File: src/rtl/simplecpu_loader_pkg.sv
// Shared definitions for the SimpleCPU Wishbone program loader: register map,
// control/status bit positions, sequencer state encoding and fixed sizes.
package simplecpu_loader_pkg;

  localparam int RAM_AW     = 4;
  localparam int PRE_CYCLES = 2;

  localparam logic [7:0] OFF_CTRL   = 8'h00;
  localparam logic [7:0] OFF_STATUS = 8'h04;
  localparam logic [7:0] OFF_LEN    = 8'h08;

  localparam int CTRL_START   = 0;
  localparam int CTRL_HOLD    = 1;
  localparam int CTRL_AUTORUN = 2;

  localparam int STAT_BUSY = 0;
  localparam int STAT_DONE = 1;
  localparam int STAT_ERR  = 2;

  typedef enum logic [1:0] {
    S_IDLE = 2'd0,
    S_PRE  = 2'd1,
    S_LOAD = 2'd2,
    S_POST = 2'd3
  } seq_state_t;

  // PROG0..PROG3 live at 0x10, 0x14, 0x18, 0x1C
  function automatic logic is_prog_off(input logic [7:0] off);
    return (off[7:4] == 4'h1) && (off[1:0] == 2'b00);
  endfunction

endpackage

File: src/rtl/simplecpu_loader_seq.sv
// Load sequencer: IDLE -> PRE -> LOAD -> POST, driving registered, glitch-free
// RAM write strobes from the program buffer one byte per cycle.
module simplecpu_loader_seq
  import simplecpu_loader_pkg::*;
#(
  parameter int RAM_DEPTH = 16
) (
  input  logic                   clk_i,
  input  logic                   rst_i,
  input  logic                   start_i,
  input  logic [RAM_AW-1:0]      len_i,
  input  logic [RAM_DEPTH*8-1:0] prog_i,
  output logic                   busy_o,
  output logic                   finish_o,
  output logic                   load_ram_o,
  output logic [RAM_AW-1:0]      load_addr_o,
  output logic [7:0]             load_data_o,
  output logic                   irq_o
);

  seq_state_t        state_q;
  logic [1:0]        pre_q;
  logic [RAM_AW-1:0] cnt_q;
  logic [RAM_AW-1:0] cnt_nxt;

  assign cnt_nxt  = cnt_q + 1'b1;
  assign busy_o   = (state_q != S_IDLE);
  assign finish_o = (state_q == S_POST);

  always_ff @(posedge clk_i) begin
    if (rst_i) begin
      state_q     <= S_IDLE;
      pre_q       <= '0;
      cnt_q       <= '0;
      load_ram_o  <= 1'b0;
      load_addr_o <= '0;
      load_data_o <= '0;
      irq_o       <= 1'b0;
    end else begin
      // strobe outputs fall back to zero unless a byte is presented this cycle
      load_ram_o  <= 1'b0;
      load_addr_o <= '0;
      load_data_o <= '0;
      irq_o       <= 1'b0;
      case (state_q)
        S_IDLE: begin
          if (start_i) begin
            state_q <= S_PRE;
            pre_q   <= 2'(PRE_CYCLES - 1);
          end
        end
        S_PRE: begin
          if (pre_q == 2'd0) begin
            state_q     <= S_LOAD;
            cnt_q       <= '0;
            load_ram_o  <= 1'b1;
            load_data_o <= prog_i[7:0];
          end else begin
            pre_q <= pre_q - 1'b1;
          end
        end
        S_LOAD: begin
          // counter stops at LEN, so it never wraps past the last address
          if (cnt_q == len_i) begin
            state_q <= S_POST;
          end else begin
            cnt_q       <= cnt_nxt;
            load_ram_o  <= 1'b1;
            load_addr_o <= cnt_nxt;
            load_data_o <= prog_i[{cnt_nxt, 3'b000} +: 8];
          end
        end
        S_POST: begin
          state_q <= S_IDLE;
          irq_o   <= 1'b1;
        end
        default: state_q <= S_IDLE;
      endcase
    end
  end

endmodule

File: src/rtl/simplecpu_wb_loader.sv
// Wishbone-slave program loader for SimpleCPU: register file, program buffer and
// bus decode. Define SIMPLECPU_LOADER_READBACK_EN to make PROG0-3 readable.
module simplecpu_wb_loader
  import simplecpu_loader_pkg::*;
#(
  parameter logic [31:0] BASE_ADDR = 32'h3000_0000,
  parameter int          RAM_DEPTH = 16
) (
  input  logic              wb_clk_i,
  input  logic              wb_rst_i,
  input  logic              wbs_stb_i,
  input  logic              wbs_cyc_i,
  input  logic              wbs_we_i,
  input  logic [3:0]        wbs_sel_i,
  input  logic [31:0]       wbs_adr_i,
  input  logic [31:0]       wbs_dat_i,
  output logic              wbs_ack_o,
  output logic [31:0]       wbs_dat_o,
  output logic              load_ram,
  output logic [RAM_AW-1:0] load_addr,
  output logic [7:0]        load_data,
  output logic              cpu_reset,
  output logic              irq_o
);

  logic                   ack_q, ack_d;
  logic [31:0]            dat_q, dat_d, rdata;
  logic                   hold_q, hold_d, autorun_q, autorun_d;
  logic                   done_q, done_d, err_q, err_d;
  logic [RAM_AW-1:0]      len_q, len_d;
  logic                   cpu_reset_q, cpu_reset_d;
  logic [RAM_DEPTH*8-1:0] prog_q;
  logic                   req, wr, prog_sel, start_acc;
  logic                   seq_busy, seq_finish;
  logic [7:0]             off;
  logic [1:0]             prog_idx;

  assign off      = wbs_adr_i[7:0];
  assign prog_sel = is_prog_off(off);
  assign prog_idx = off[3:2];
  assign req      = wbs_stb_i & wbs_cyc_i & (wbs_adr_i[31:8] == BASE_ADDR[31:8]);
  assign ack_d    = req & ~ack_q;
  // writes commit at the end of the ack cycle while the master still holds the bus
  assign wr       = req & ack_q & wbs_we_i;

  always_comb begin
    rdata = '0;
    case (off)
      OFF_CTRL: begin
        rdata[CTRL_HOLD]    = hold_q;
        rdata[CTRL_AUTORUN] = autorun_q;
      end
      OFF_STATUS: begin
        rdata[STAT_BUSY] = seq_busy;
        rdata[STAT_DONE] = done_q;
        rdata[STAT_ERR]  = err_q;
      end
      OFF_LEN: rdata[RAM_AW-1:0] = len_q;
      default: begin
`ifdef SIMPLECPU_LOADER_READBACK_EN
        if (prog_sel) rdata = prog_q[{prog_idx, 5'b00000} +: 32];
`endif
      end
    endcase
  end

  assign dat_d = ack_d ? rdata : '0;

  always_comb begin
    hold_d    = hold_q;
    autorun_d = autorun_q;
    len_d     = len_q;
    done_d    = done_q;
    err_d     = err_q;
    start_acc = 1'b0;
    if (seq_finish) begin
      done_d = 1'b1;
      if (autorun_q) hold_d = 1'b0;
    end
    // a CTRL write in the same cycle overrides the autorun release
    if (wr) begin
      if (off == OFF_CTRL) begin
        if (wbs_sel_i[0]) begin
          hold_d    = wbs_dat_i[CTRL_HOLD];
          autorun_d = wbs_dat_i[CTRL_AUTORUN];
          if (wbs_dat_i[CTRL_START]) begin
            if (seq_busy) begin
              err_d = 1'b1;
            end else begin
              start_acc = 1'b1;
              done_d    = 1'b0;
              err_d     = 1'b0;
            end
          end
        end
      end else if (off == OFF_LEN) begin
        if (seq_busy) err_d = 1'b1;
        else if (wbs_sel_i[0]) len_d = wbs_dat_i[RAM_AW-1:0];
      end else if (prog_sel && seq_busy) begin
        err_d = 1'b1;
      end
    end
    cpu_reset_d = hold_d | start_acc | (seq_busy & ~seq_finish);
  end

  always_ff @(posedge wb_clk_i) begin
    if (wb_rst_i) begin
      ack_q       <= 1'b0;
      dat_q       <= '0;
      hold_q      <= 1'b1;
      autorun_q   <= 1'b0;
      len_q       <= '1;
      done_q      <= 1'b0;
      err_q       <= 1'b0;
      cpu_reset_q <= 1'b1;
      prog_q      <= '0;
    end else begin
      ack_q       <= ack_d;
      dat_q       <= dat_d;
      hold_q      <= hold_d;
      autorun_q   <= autorun_d;
      len_q       <= len_d;
      done_q      <= done_d;
      err_q       <= err_d;
      cpu_reset_q <= cpu_reset_d;
      if (wr && prog_sel && !seq_busy) begin
        for (int k = 0; k < 4; k++) begin
          if (wbs_sel_i[k]) prog_q[{prog_idx, k[1:0], 3'b000} +: 8] <= wbs_dat_i[8*k +: 8];
        end
      end
    end
  end

  assign wbs_ack_o = ack_q;
  assign wbs_dat_o = dat_q;
  assign cpu_reset = cpu_reset_q;

  simplecpu_loader_seq #(
    .RAM_DEPTH (RAM_DEPTH)
  ) u_seq (
    .clk_i       (wb_clk_i),
    .rst_i       (wb_rst_i),
    .start_i     (start_acc),
    .len_i       (len_q),
    .prog_i      (prog_q),
    .busy_o      (seq_busy),
    .finish_o    (seq_finish),
    .load_ram_o  (load_ram),
    .load_addr_o (load_addr),
    .load_data_o (load_data),
    .irq_o       (irq_o)
  );

endmodule

File: config.mk
export PLATFORM = sky130hd
export DESIGN_NAME = simplecpu_wb_loader
export DESIGN_NICKNAME = d
export VERILOG_FILES = /design/src/rtl/simplecpu_loader_pkg.sv /design/src/rtl/simplecpu_loader_seq.sv /design/src/rtl/simplecpu_wb_loader.sv
export SDC_FILE = /design/constraint.sdc
export NUM_CORES = 1
export LEC_CHECK = 0
export CELL_PAD_IN_SITES_DETAIL_PLACEMENT = 0
export CELL_PAD_IN_SITES_GLOBAL_PLACEMENT = 1
export CORE_MARGIN = 2
export CORE_UTILIZATION = 30
export CTS_CLUSTER_SIZE = 30
export DETAILED_ROUTE_END_ITERATION = 16
export GPL_TIMING_DRIVEN = 1
export MAX_ROUTING_LAYER = met4
export PLACE_DENSITY_LB_ADDON = 0.1
export SLEW_MARGIN = 30
export SYNTH_ARGS = -nofsm -noshare
export SYNTH_HDL_FRONTEND = slang
export SYNTH_SLANG_ARGS = --single-unit
File: constraint.sdc
create_clock -name wb_clk_i -period 6.5 [get_ports wb_clk_i]
set_input_delay 0.65 -clock wb_clk_i [delete_from_list [all_inputs] [get_ports wb_clk_i]]
set_output_delay 0.65 -clock wb_clk_i [all_outputs]
set_load 0.02 [all_outputs]
Word level (Yosys, flattened, before mapping) --
Index checks and enable logic that the tools add are counted.
Cells by class: $add $sub $neg 6, equal/unequal tests 16, shifts and indexed selects 9, mux-type cells 55, bitwise gates (word level) 15, reduce and logical (&&, ||, !) cells 22
Operators by type and width (count):
- 128-bit 2-to-1 mux | 10
- 128-bit bitwise mux | 4
- 8-bit by 9-bit variable shift with 128-bit output, first input constant | 4
- 8-bit by 9-bit indexed part select with 128-bit output | 4
- 128-bit by 8-bit indexed part select with 8-bit output | 1
- 7-bit negation with 9-bit output | 4
- 1-bit 2-to-1 mux | 26
- 24-bit by 22-bit == test with 1-bit output, second input constant | 1
- 8-bit 2-to-1 mux | 2
- 8-bit one-hot mux with 2 select lines | 1
- 3-bit AND reduction | 4
- 2-bit inequality test, second input constant | 5
- 5-bit AND reduction | 2
- 8-bit by 3-bit == test with 1-bit output, second input constant | 1
- 8-bit by 4-bit == test with 1-bit output, second input constant | 1
- 8-bit zero test | 1
- 2-bit 2-to-1 mux | 4
- 4-bit 2-to-1 mux | 2
- 2-bit one-hot mux with 4 select lines | 1
- 4-bit one-hot mux with 2 select lines | 1
- 1-bit inverter | 7
- 1-bit bitwise AND | 6
- 2-bit zero test | 3
- 2-bit one-hot mux with 3 select lines | 1
- 17 further kinds | 27
Storage, ports and cells: register bits 192, input port bits 73, output and inout port bits 48, logic and storage cells 141

Longest topological paths before layout --
depth after elaboration 18, mapped depth 9, mapped depth without buffers 7

Hierarchy --
Synthesis repeated with hierarchy kept, for this count alone.
Unflattened totals: cell total of the unflattened synthesis 915, area, all modules 8315.5 um^2
Modules (own cells, without submodules):
- simplecpu_wb_loader | times used 1, cells an instance 726, area an instance 6209.7 um^2, seq. area each 2842.7 um^2
- simplecpu_loader_seq | times used 1, cells an instance 189, area an instance 2105.8 um^2, seq. area each 440.4 um^2

Worst setup path before layout --
Ideal clock, no wire load.
kind input -> register, start in wbs_adr_i[2], end reg cpu_reset_q, in the netlist cpu_reset, setup time 0.125 ns, arrival 2.364 ns, data required time 6.375 ns, setup slack 4.011 ns, stages 9, path buffers 2, cell sequence inv_1 ha_1 clkbuf_1 and2_1 clkbuf_1 nand4b_1 nor4_1 mux2i_1 nand3b_1
Between the ends: cells in the longest elaborated chain, start to end 5, elaborated cells on any way between the ends 7, those cells by class mux: 4; bitwise: 2; reduce/logical: 1
RTL lines:
- start: declaration | line simplecpu_wb_loader.sv:15 | input logic [31:0] wbs_adr_i,
- 8-bit zero test * | line simplecpu_wb_loader.sv:82 | if (off == OFF_CTRL) begin
- 1-bit 2-to-1 mux | line simplecpu_wb_loader.sv:82
- 1-bit 2-to-1 mux | line simplecpu_wb_loader.sv:81 | if (wr) begin
- 1-bit bitwise OR * (2 in series) | line simplecpu_wb_loader.sv:103 | cpu_reset_d = hold_d | start_acc | (seq_busy & ~seq_finish);
- end signal: assignment | line simplecpu_wb_loader.sv:125 | cpu_reset_q <= cpu_reset_d;
- end: declaration | line simplecpu_wb_loader.sv:31 | logic cpu_reset_q, cpu_reset_d;
Mark *: on every way between the ends. The rest lies on a longest branch, timed or not. A chain may end at the register's enable or synchronous reset.

Worst setup path after layout --
start in wbs_adr_i[18], end reg prog_q[88]
Between the ends: cells in the longest elaborated chain, start to end 6
RTL lines:
- 24-bit by 22-bit == test with 1-bit output | line simplecpu_wb_loader.sv:41 | assign req = wbs_stb_i & wbs_cyc_i & (wbs_adr_i[31:8] == BASE_ADDR[31:8]);
- 1-bit bitwise AND | line simplecpu_wb_loader.sv:41
- 1-bit bitwise AND (2 in series) | line simplecpu_wb_loader.sv:44 | assign wr = req & ack_q & wbs_we_i;
- 1-bit logical AND (2 in series) | line simplecpu_wb_loader.sv:126 | if (wr && prog_sel && !seq_busy) begin
- end signal: indexed assignment | line simplecpu_wb_loader.sv:128 | if (wbs_sel_i[k]) prog_q[{prog_idx, k[1:0], 3'b000} +: 8] <= wbs_dat_i[8*k +: 8];
- end: declaration | line simplecpu_wb_loader.sv:32 | logic [RAM_DEPTH*8-1:0] prog_q;
No other way between the ends.

==> results.py <==
metrics = {
    "placement": {
        "post-place-ws_ns": 2.83,
        "hpwl_mm": 19.4,
        "gp_congestion": 0.820,
        "port_buffers": 92,
        "placed_cell_area_um2": 9490,
        "post-place-cells": 1290,
    },
    "critical_path": {
        "endpoint": "prog_q[88]$_SDFFE_PP0P_",
        "cp.required_ns": 6.85,
        "start_kind": "input pin",
        "crit_start": "wbs_adr_i[18]",
        "critPathKind": "input pin to flop",
        "r2r-start": "u_seq.cnt_q[0]$_SDFFE_PP0P_",
        "crit_fanout": 15,
        "worst_setup_path_end_kind": "flop",
        "crit_arrival_ns": 3.56,
        "rr_worst_depth": 7,
        "r2r_setup_slack_ns": 3.29,
        "worstReg2RegEnd": "u_seq.load_data_o[5]$_SDFF_PP0_",
    },
    "routing": {
        "drt_first_pass_iters": 5,
        "drt_wl_total_mm": 28.6,
        "drt_iter0_markers": 455,
        "ant_nets": 0,
        "num_vias": 6846,
        "drc": 0,
        "wl_per_cell_um": 21.6,
        "vias_per_cell": 5.18,
    },
    "synthesis": {
        "synth_xor_area_share_pct": 0.832,
        "ys_types": 50,
        "synth_area_per_cell_um2": 9.21,
        "yosysWarnings": 0,
        "ys_seq_area_share_pct": 39.7,
        "synth_compound_area_share_pct": 8.39,
        "synthSimpleGateAreaFrac_pct": 25.6,
        "async_flop_share_pct": 0,
        "synth.mux.area_fraction_pct": 17.3,
        "synth_adder_area_share_pct": 1.97,
        "synth-edff-count": 0,
        "synth_top_family_by_area": "simple AND/OR/NAND/NOR gates",
        "yosys_register_bits": 164,
        "synth_flop_cell": "dfxtp_1",
        "netlist_area_um2": 8270,
        "syn_inst": 898,
    },
    "sta": {
        "setup_violations": 0,
        "final_max_slew_viol_count": 0,
        "post-route-period-util_pct": 49.4,
        "worst_pin_slew_ns": 1.00,
        "fin_tns_setup_ns": 0,
        "rsz0062_at_grt": "no",
        "max-slew-margin-rel_pct": 32.5,
        "setup_slack_ns": 3.29,
        "fmax_mhz": 311,
        "min_period_ns": 3.21,
        "clock_skew_ns": 0.0116,
        "hold_viol": 0,
    },
    "clock_tree": {
        "cts_hold_buf": 0,
        "post_cts_buffers": 0,
        "clock_sinks": 164,
        "cts_made_buffers": 17,
        "clock_path_buffers": 2,
        "clkTransAtPathRegs_ns": 0.07,
        "cts_tree": "done",
        "htreeDepth": 4,
        "worstSkewPairLatency_ns": 0.43,
        "cts.repair.resized": 0,
        "clockRootBuffer": "clkbuf_16",
    },
    "outcome": {
        "status": "complete, no violations",
    },
    "layout": {
        "layout_commonest_cell": "dfxtp_1",
        "final-seq-area_um2": 3280,
        "drive_gt1_share_pct": 11.4,
        "fill_cells": 2739,
        "layout.nets": 1054,
        "design_area_um2": 10100,
        "multi_input_area_um2": 4650,
        "diodes": 0,
        "area_delta_synth_final_pct": 21.8,
        "stdcell_count": 1321,
        "layout_common_cells": "dfxtp_1, clkdlybuf4s50_1, nand3_1, nand2_1, a21oi_1",
    },
    "floorplan": {
        "die_h_um": 170,
        "die_w_um": 170,
        "placementRows": 60,
        "initial_core_util_pct": 30.6,
        "fp.coreArea_um2": 27000,
        "pin_count": 121,
        "die_area_um2": 28900,
    },
    "power_and_ir_drop": {
        "pwr_density_cell_nw_per_um2": 216,
        "power_switching_mw": 0.546,
        "seq_power_share_pct": 46.2,
        "vdd_drop_max_mv": 0.145,
        "p_leak_nw": 3.44,
        "power_frac_clock_pct": 46.9,
        "p_int_mw": 1.63,
        "swShare_pct": 25.1,
        "power.share.combinational_pct": 6.9,
    },
    "global_routing": {
        "grt_pass1_vias": 6601,
        "grt_pass1_wl_mm": 42.7,
        "track_usage_pct": 20.6,
        "antenna_found_initial": 0,
        "grt_max_degree": 63,
        "gr-total-overflow": 0,
    },
    "flow_run": {
        "cap_violations": 0,
    },
    "min_path": {
        "min_path_type": "flop to flop",
    },
}
==> worst min-delay path by stage <==
stage,from,cells after the start,to
floorplan,len_q[3]$_SDFFE_PP1P_,2,wbs_dat_o[3]$_SDFF_PP0_
global placement,prog_q[76]$_SDFFE_PP0P_,2,prog_q[76]$_SDFFE_PP0P_
detailed placement,prog_q[82]$_SDFFE_PP0P_,2,prog_q[82]$_SDFFE_PP0P_
CTS,prog_q[79]$_SDFFE_PP0P_,2,prog_q[79]$_SDFFE_PP0P_
global route,prog_q[76]$_SDFFE_PP0P_,2,prog_q[76]$_SDFFE_PP0P_
finish,prog_q[81]$_SDFFE_PP0P_,2,prog_q[81]$_SDFFE_PP0P_
==> cell usage after synthesis, types with 2 or more instances <==
| cell type | instances | area, um2 |
|---|---|---|
| mux2i_1 | 70 | 701 |
| nand3_1 | 84 | 420 |
| a21oi_1 | 79 | 395 |
| dfxtp_1 | 164 | 3280 |
| a222oi_1 | 2 | 20.0 |
| nor4_1 | 11 | 68.8 |
| a32o_1 | 8 | 80.1 |
| mux4_2 | 32 | 721 |
| nor2b_1 | 3 | 18.8 |
| nand4b_1 | 2 | 17.5 |
| xor2_1 | 5 | 43.8 |
| nand2b_1 | 73 | 457 |
| ha_1 | 13 | 163 |
| nand2_1 | 82 | 308 |
| o21ai_0 | 14 | 70.1 |
| nor4_2 | 6 | 75.1 |
| nor2_1 | 42 | 158 |
| and2_1 | 15 | 93.8 |
| o21a_1 | 2 | 15.0 |
| nand3b_1 | 2 | 15.0 |
| nor3_1 | 5 | 25.0 |
| a22oi_1 | 2 | 15.0 |
| buf_4 | 29 | 218 |
| inv_1 | 9 | 33.8 |
| clkbuf_1 | 53 | 199 |
| nor4_4 | 3 | 63.8 |
| or3_1 | 2 | 12.5 |
| and3_1 | 31 | 194 |
| buf_2 | 11 | 55.1 |
| a21o_1 | 2 | 15.0 |
| a21boi_0 | 2 | 15.0 |
| a211oi_1 | 2 | 15.0 |
| nand4_1 | 21 | 131 |
==> per-layer routing <==
metal | part of all wire [%] | GRT usage [%] | vias up
met3 | 3.6 | 2.74 | 15
met4 | 0.99 | 4.79 | 0
li1 | - | - | 3279
met2 | 46 | 31.9 | 173
met5 | 0 | - | -
met1 | 49 | 28.6 | 3379
==> critical path: stages <==
cell and delay (ns):
clkdlybuf4s50_1 0.41, nor4_2 0.35, nand4_2 0.58, nor4_1 0.63, and3_1 0.69, mux2i_1 0.24
==> power by group through the flow <==
| stage | logic, mW | clock network, mW | registers [mW] |
|---|---|---|---|
| after detailed placement | 0.150 | 0 | 1.03 |
| after global placement | 0.151 | 0 | 1.03 |
| final | 0.150 | 1.02 | 1.00 |
| after global routing | 0.160 | 1.09 | 1.00 |
| after floorplan | 0.0713 | 0 | 1.03 |
| after CTS | 0.151 | 1.04 | 1.00 |
==> sequential cells by signal (all words and copies together) (netlist names), 2 cells and up <==
register / count
len_q: 4
u_seq.cnt_q: 4
prog_q: 128
u_seq.pre_q: 2
u_seq.state_q: 2
wbs_dat_o: 4
u_seq.load_addr_o: 4
u_seq.load_data_o: 8
==> metrics by stage <==
| stage | hold slack, ns | total power [mW] | util, % |
|---|---|---|---|
| detailed placement | 0.446 | 1.18 | 35.1 |
| floorplan | 0.431 | 1.10 | - |
| CTS | 0.459 | 2.20 | 37.3 |
| finish | 0.458 | 2.17 | 37.3 |
| global placement | 0.441 | 1.18 | 35.0 |
| global route | 0.471 | 2.25 | 37.3 |
==> layout make-up <==
class / instances / share of cell area [%]
timing repair buffer: 117 / 11.0
sequential: 164 / 32.6
inverter: 10 / 0.372
tap: 341 / 4.23
multi-input combinational: 658 / 46.1
clock inverter: 14 / 1.53
clock buffer: 17 / 4.22
==> logic make-up (layout without fill, tap and decap cells) <==
logic type,Yosys count,count (layout)
flops,164,164
mux,103,103
simple gates,388,388
compound gates,119,119
xor+xnor,7,7
buf+inv,103,158
other cells,1,28
fa+ha+maj,13,13
No activity file was read; power rests on OpenSTA's default activity.
